`config.mk`:
```
export PLATFORM = sky130hd
export DESIGN_NAME = ctrl_pipe_chain
export DESIGN_NICKNAME = d
export VERILOG_FILES = /design/src/rtl/ctrl_pipe_chain.sv
export SDC_FILE = /design/constraint.sdc
export NUM_CORES = 1
export LEC_CHECK = 0
export CELL_PAD_IN_SITES_DETAIL_PLACEMENT = 2
export CELL_PAD_IN_SITES_GLOBAL_PLACEMENT = 2
export CORE_MARGIN = 4
export CORE_UTILIZATION = 24
export CTS_CLUSTER_DIAMETER = 30
export DETAILED_ROUTE_END_ITERATION = 6
export GPL_ROUTABILITY_DRIVEN = 0
export HOLD_SLACK_MARGIN = 0.03
export PLACE_DENSITY_LB_ADDON = 0.1
export SKIP_CTS_REPAIR_TIMING = 1
export SLEW_MARGIN = 20
export SYNTH_ARGS = -nofsm -noshare
export SYNTH_HDL_FRONTEND = slang
export SYNTH_SLANG_ARGS = --single-unit
```
`constraint.sdc`:
```
create_clock -name clk -period 1.85 [get_ports clk]
set_clock_uncertainty 0.2 [all_clocks]
set_input_delay 0.37 -clock clk [delete_from_list [all_inputs] [get_ports clk]]
set_output_delay 0.37 -clock clk [all_outputs]
set_load 0.005 [all_outputs]
```
`src/rtl/ctrl_pipe_chain.sv`:
```
// ctrl_pipe_chain: DEPTH back-to-back control stages with stall/flush/bubble handling
// and a youngest-producer forwarding query. Optional stall-bubble counter: CTRL_PIPE_PERF_EN.
module ctrl_pipe_chain #(
    parameter int DEPTH    = 2,
    parameter int CTRL_W   = 3,
    parameter int TNEW_W   = 3,
    parameter int RD_W     = 5,
    parameter int REGW_BIT = 0
) (
    input  logic                       clk,
    input  logic                       clr_n,
    input  logic                       in_valid,
    input  logic [CTRL_W-1:0]          in_ctrl,
    input  logic [TNEW_W-1:0]          in_tnew,
    input  logic [RD_W-1:0]            in_rd,
    input  logic [DEPTH-1:0]           stall_i,
    input  logic [DEPTH-1:0]           flush_i,
    input  logic [RD_W-1:0]            q_rs,
    output logic [DEPTH-1:0]           valid_o,
    output logic [DEPTH*CTRL_W-1:0]    ctrl_o,
    output logic [DEPTH*TNEW_W-1:0]    tnew_o,
    output logic [DEPTH*RD_W-1:0]      rd_o,
    output logic                       hit_o,
    output logic [$clog2(DEPTH):0]     hit_stage_o,
    output logic                       hit_ready_o
`ifdef CTRL_PIPE_PERF_EN
    ,
    output logic [31:0]                bubble_cnt_o
`endif
);

    localparam int HIT_W = $clog2(DEPTH) + 1;

    logic [DEPTH-1:0]             valid_w;
    logic [DEPTH-1:0][CTRL_W-1:0] ctrl_w;
    logic [DEPTH-1:0][TNEW_W-1:0] tnew_w;
    logic [DEPTH-1:0][RD_W-1:0]   rd_w;
    logic [DEPTH-1:0]             match_w;
`ifdef CTRL_PIPE_PERF_EN
    logic [DEPTH-1:0]             stall_bubble_w;
`endif

    for (genvar gi = 0; gi < DEPTH; gi++) begin : g_stage
        logic              src_valid;
        logic [CTRL_W-1:0] src_ctrl;
        logic [TNEW_W-1:0] src_tnew;
        logic [RD_W-1:0]   src_rd;
        logic              older_held;

        logic              valid_q, valid_d;
        logic [CTRL_W-1:0] ctrl_q, ctrl_d;
        logic [TNEW_W-1:0] tnew_q, tnew_d;
        logic [RD_W-1:0]   rd_q, rd_d;

        if (gi == 0) begin : g_head
            assign src_valid  = in_valid;
            assign src_ctrl   = in_ctrl;
            assign src_tnew   = in_tnew;
            assign src_rd     = in_rd;
            assign older_held = 1'b0;
        end else begin : g_body
            assign src_valid  = valid_w[gi-1];
            assign src_ctrl   = ctrl_w[gi-1];
            assign src_tnew   = tnew_w[gi-1];
            assign src_rd     = rd_w[gi-1];
            assign older_held = stall_i[gi-1];
        end

        always_comb begin
            valid_d = src_valid;
            ctrl_d  = src_ctrl;
            rd_d    = src_rd;
            tnew_d  = (src_tnew == '0) ? '0 : src_tnew - TNEW_W'(1);
            if (flush_i[gi]) begin
                valid_d = 1'b0;
                ctrl_d  = '0;
                tnew_d  = '0;
                rd_d    = '0;
            end else if (stall_i[gi]) begin
                valid_d = valid_q;
                ctrl_d  = ctrl_q;
                tnew_d  = tnew_q;
                rd_d    = rd_q;
            end else if (older_held) begin
                // Younger neighbour is frozen, so nothing real arrives here this cycle.
                valid_d = 1'b0;
                ctrl_d  = '0;
                tnew_d  = '0;
                rd_d    = '0;
            end
        end

        always_ff @(posedge clk or negedge clr_n) begin
            if (!clr_n) begin
                valid_q <= 1'b0;
                ctrl_q  <= '0;
                tnew_q  <= '0;
                rd_q    <= '0;
            end else begin
                valid_q <= valid_d;
                ctrl_q  <= ctrl_d;
                tnew_q  <= tnew_d;
                rd_q    <= rd_d;
            end
        end

        assign valid_w[gi] = valid_q;
        assign ctrl_w[gi]  = ctrl_q;
        assign tnew_w[gi]  = tnew_q;
        assign rd_w[gi]    = rd_q;
        assign match_w[gi] = valid_q && ctrl_q[REGW_BIT] && (rd_q == q_rs) && (q_rs != '0);
`ifdef CTRL_PIPE_PERF_EN
        assign stall_bubble_w[gi] = older_held && !stall_i[gi] && !flush_i[gi];
`endif
    end

    assign valid_o = valid_w;
    assign ctrl_o  = ctrl_w;
    assign tnew_o  = tnew_w;
    assign rd_o    = rd_w;

    // Scan oldest to youngest so the youngest match is the one left standing.
    always_comb begin
        hit_o       = 1'b0;
        hit_stage_o = '0;
        hit_ready_o = 1'b0;
        for (int k = DEPTH - 1; k >= 0; k--) begin
            if (match_w[k]) begin
                hit_o       = 1'b1;
                hit_stage_o = HIT_W'(k);
                hit_ready_o = (tnew_w[k] == '0);
            end
        end
    end

`ifdef CTRL_PIPE_PERF_EN
    logic [31:0] bubble_cnt_q, bubble_cnt_d;

    always_comb begin
        bubble_cnt_d = bubble_cnt_q;
        if ((|stall_bubble_w) && (bubble_cnt_q != 32'hFFFF_FFFF)) begin
            bubble_cnt_d = bubble_cnt_q + 32'd1;
        end
    end

    always_ff @(posedge clk or negedge clr_n) begin
        if (!clr_n) begin
            bubble_cnt_q <= '0;
        end else begin
            bubble_cnt_q <= bubble_cnt_d;
        end
    end

    assign bubble_cnt_o = bubble_cnt_q;
`endif

endmodule

```
## After elaboration in Yosys (flattened, before gate mapping)

Cells that the tools add are included.

| storage, ports and cells | value |
|---|---|
| word-level logic and storage cells | 52 |
| RAM bits | 0 |
| bits in read-only memories | 0 |
| memories kept | 0 |
| flip-flop bits (word level) | 24 |
| input port bits | 23 |
| output and inout bits | 28 |
| latch bits | 0 |

| cells by class | value |
|---|---|
| add/subtract/negate cells | 2 |
| shift-type cells | 0 |
| reductions and logical operators | 10 |
| equality and inequality tests | 4 |
| $lt $le $gt $ge | 0 |
| div/mod/pow operators | 0 |
| bitwise logic cells | 0 |
| multipliers | 0 |
| muxes and demuxes | 28 |

Operators by type and width:

| kind | number |
|---|---|
| $mux W3 | 12 |
| $mux W5 | 5 |
| $eq A5 B5 Y1 | 2 |
| $mux W1 | 10 |
| $logic_not A3 Y1 | 3 |
| $logic_and A1 B1 Y1 | 6 |
| $sub A3 B1 Y3 const B | 2 |
| $reduce_bool A5 Y1 | 1 |
| $ne A2 B1 Y1 const B | 2 |
| $mux W2 | 1 |

## Logic depth before layout (Yosys ltp)

Gate-level depths: netlist of the first run.

| depth | value |
|---|---|
| depth in word-level cells | 5 |
| depth in mapped cells | 6 |

## Least setup slack after synthesis of the first run

Ideal clock, no wire load.

| timing path | value |
|---|---|
| kind | register to output |
| start point | register g_stage[1].rd_q[3] |
| end point | output hit_ready_o |
| path slack | 0.121 ns |
| stages on the path, launching flop included | 5 |
| path buffers | 0 |
| data arrival time | 1.159 ns |
| required time | 1.280 ns |
| cell sequence | dfrtp_1 -> xor2_1 -> nor4_1 -> nand4_1 -> mux2i_1 |

| between the ends | value |
|---|---|
| cells in the longest elaborated chain, start to end | 5 |

Ends and longest elaborated chain:

| item | line | text |
|---|---|---|
| start, declared | 53 | `logic [RD_W-1:0] rd_q, rd_d;` |
| start signal, assigned | 103 | `rd_q <= rd_d;` |
| $eq A5 B5 Y1 | 111 | `assign match_w[gi] = valid_q && ctrl_q[REGW_BIT] && (rd_q == q_rs) && (q_rs != '0);` |
| $logic_and A1 B1 Y1 (2 in series) | 111 |  |
| $mux W1 (2 in series) | 128 | `if (match_w[k]) begin` |
| end, declared | 25 | `output logic hit_ready_o` |

No other way between the ends.

## Worst setup path in the final report of the first run

| timing path | value |
|---|---|
| start point | register g_stage[0].rd_q[0] |
| end point | output hit_ready_o |

| between the ends | value |
|---|---|
| cells in the longest elaborated chain, start to end | 4 |

Ends and longest elaborated chain:

| item | line |
|---|---|
| start, declared | 53 |
| start signal, assigned | 103 |
| $eq A5 B5 Y1 | 111 |
| $logic_and A1 B1 Y1 (2 in series) | 111 |
| $mux W1 | 128 |

No other way between the ends.

==> results of run 1 <==
## cells in the mapped netlist
cell      instances
a21oi_1          11
a221oi_1          1
a22oi_1           4
and3_1            1
buf_2             2
buf_4             3
clkbuf_1          5
conb_1            1
dfrtp_1          24
ha_1              2
inv_1             4
mux2i_1          10
nand2_1           5
nand3_1           1
nand4_1           2
nor2_1           27
nor2b_1           1
nor3_1            3
nor3b_1           8
nor4_1            2
nor4_2            1
o21ai_1           1
or2_1             1
xnor2_1           3
xor2_1            7
## routing by layer
metal	share of wire	GRT usage	vias to the layer above	routed length, um
met2	0.51	0.270	37	2560
met5	0	0	-	0
met4	0.017	0.0456	0	87
met1	0.43	0.194	645	2130
li1	-	-	602	-
met3	0.042	0.0293	9	208
## worst max-delay path by stage
stage	slack, ps	endpoint
after detailed placement	-930	hit_stage_o[0]
final	-510	hit_ready_o
after floorplan	120	hit_ready_o
after global placement	-880	hit_ready_o
after CTS	-930	hit_stage_o[0]
after global routing	-640	hit_ready_o
## state kept, by name, summed over array words and instances, names as in the netlist
name / count
g_stage.tnew_q: 6
g_stage.rd_q: 10
g_stage.ctrl_q: 6
g_stage.valid_q: 2
## final cells by class
| type | count | area, um^2 |
|---|---|---|
| fill | 509 | 2590 |
| clock inverter | 1 | 30.0 |
| tap | 67 | 83.8 |
| multi-input combinational | 92 | 586 |
| clock buffer | 3 | 41.3 |
| inverter | 4 | 15.0 |
| sequential | 24 | 601 |
| timing repair buffer | 90 | 901 |
## per-stage QoR
stage / area (um^2) / std cells / total power (W) / utilization / setup WS, ps
3_3_place_gp: 2010 / 266 / 0.000829 / 0.415 / -882
4_1_cts: 2080 / 270 / 0.00133 / 0.430 / -925
3_5_place_dp: 2010 / 266 / 0.000840 / 0.415 / -925
6_report: 2260 / 281 / 0.00132 / 0.466 / -507
5_1_grt: 2260 / 281 / 0.00140 / 0.466 / -644
2_1_floorplan: 1240 / 130 / 0.000658 / - / 121
## where the power goes
part / internal, W / switching, W / leakage (nW)
registers: 0.000544 / 0.0000156 / 0.326
clock network: 0.000290 / 0.000190 / 0.0357
logic: 0.000160 / 0.000123 / 1.07
total: 0.000994 / 0.000329 / 1.43
## cells by family (layout without fill, tap and decap cells)
| kind of cell | after synthesis | count (layout) | share of synthesized area |
|---|---|---|---|
| and+or+nand+nor | 52 | 52 | 0.207 |
| DFF | 24 | 24 | 0.485 |
| AOI/OAI and AO/OA | 17 | 17 | 0.0798 |
| buffers and inverters | 14 | 98 | 0.0535 |
| xor gates and xnor gates | 10 | 10 | 0.0707 |
| muxes | 10 | 10 | 0.0808 |
| adders and majority gates | 2 | 2 | 0.0202 |
| other | 1 | 1 | 0.00303 |
## worst max-delay path, stage by stage, from the launching register on
cell     delay (ps)
dfrtp_1         410
xor2_1          180
nor4_2          270
nand4_1         190
buf_4           190
mux2i_1         120
buf_2           130
## cell usage in the layout, fill, tap and decap left out, drive strengths merged
master | netlist | routed
mux2i | 10 | 10
or2 | 1 | 1
xnor2 | 3 | 3
clkdlybuf4s50 | 0 | 21
dfrtp | 24 | 24
a22oi | 4 | 4
o21ai | 1 | 1
nor3 | 3 | 3
a21oi | 11 | 11
dlymetal6s2s | 0 | 26
nand3 | 1 | 1
buf | 5 | 43
clkbuf | 5 | 3
nor4 | 3 | 3
nand2 | 5 | 5
nand4 | 2 | 2
and3 | 1 | 1
inv | 4 | 4
nor2b | 1 | 1
a221oi | 1 | 1
xor2 | 7 | 7
nor2 | 27 | 27
bufinv | 0 | 1
nor3b | 8 | 8
ha | 2 | 2
conb | 1 | 1
==> impl_metrics.csv, run 1 <==
group,metric,value,unit
die,fp.dieW,79.8,um
worst_setup_path,crit_type,"flip-flop to primary output",
routing,drcViolationCount,0,
hold_path,hp-class,"input pin to asynchronous set/reset pin",
timing,rsz0062_at_grt,"true",
clock_network,clkLatencyLatePin,280,ps
finish,final_nets,240,
die,rows,25,
outcome,status,"complete, but fails checks",
worst_setup_path,worstPathMaxFanout,3,
pwr,ir_drop,0.000264,V
worst_setup_path,regToRegStartpoint,"g_stage[0].tnew_q[0]",
routing,wl_per_cell,17.7,um
synth,synthCells,130,
routing,vias,1293,
clock_network,clockBufferDepth,2,
timing,fin_hold_ws,255,ps
timing,hold_viol,0,
synth,ys_seq_area_frac,0.485,
worst_setup_path,start_kind,"flip-flop",
global_route,grt_max_degree,25,
finish,area_delta_synth_final,82.2,%
timing,fin_ws,-507,ps
die,start_util,0.255,
finish,n_antenna_cell,0,
routing,routed_wl,4980,um
clock_network,clock_sinks,24,
synth,synth_area,1240,um^2
synth,ys_top_cells_by_area,"dfrtp_1 48%, nor2_1 8.2%, mux2i_1 8.1%",
routing,drtIter0Drc,18,
clock_network,cts-htree-levels,1,
die,fp.dieH,79.8,um
clock_network,clk_pin_slew,100,ps
timing,max_freq,424,MHz
die,core_area,4850,um^2
worst_setup_path,cp-startpoint,"g_stage[0].rd_q[0]",
die,num_io_pins,51,
routing,final_antenna_net_count,0,
synth,ys_ff_latch,24,
synth,yosys_warnings,0,
timing,finalSetupViolCount,3,
global_route,antenna_found_initial,0,
global_route,first_global_vias,1441,
pwr,p_leak,1.43,nW
place,place_hpwl,3590,um
die,fp.dieArea,6370,um^2
place,io_buffer_count,49,
synth,synth_cell_types,25,
timing,period_share,1.27,
clock_network,cts_buffers,3,
worst_setup_path,cp.required,1280,ps
routing,vias_per_cell,4.60,
global_route,grt_pass1_wl,7570,um
routing,drtPass1Iterations,4,
clock_network,cts_tree,"yes",
timing,drv_slew,0,
global_route,track_usage,0.155,
worst_setup_path,r2r_end,"g_stage[1].tnew_q[0]",
pwr,p_per_area,586,nW/um^2
run,maxCapViolations,0,
worst_setup_path,r2r_slack,260,ps
timing,period_needed,2360,ps
synth,synth_area_per_cell,9.53,um^2
timing,tns,-1210,ps
synth,synth_top_area_frac,0.485,
worst_setup_path,end_kind,"primary output",
synth,synth_fp_nets,155,
worst_setup_path,worstRegToRegCells,7,
clock_network,clock-root-buffer,"clkbuf_8",
worst_setup_path,arrival,1790,ps
global_route,grt_overflow,0,
synth,yosysTopAreaCell,"dfrtp_1",
outcome,violations,"negative setup slack",
finish,drive_above_1_share,0.238,
Note: power is estimated with default switching activity, not from simulation.
==> inputs of run 2 (changes only) <==
GPL_ROUTABILITY_DRIVEN = default   (was 0)
==> results of run 2 <==
The final DEF is identical to that of run 1; final timing and power are the same.
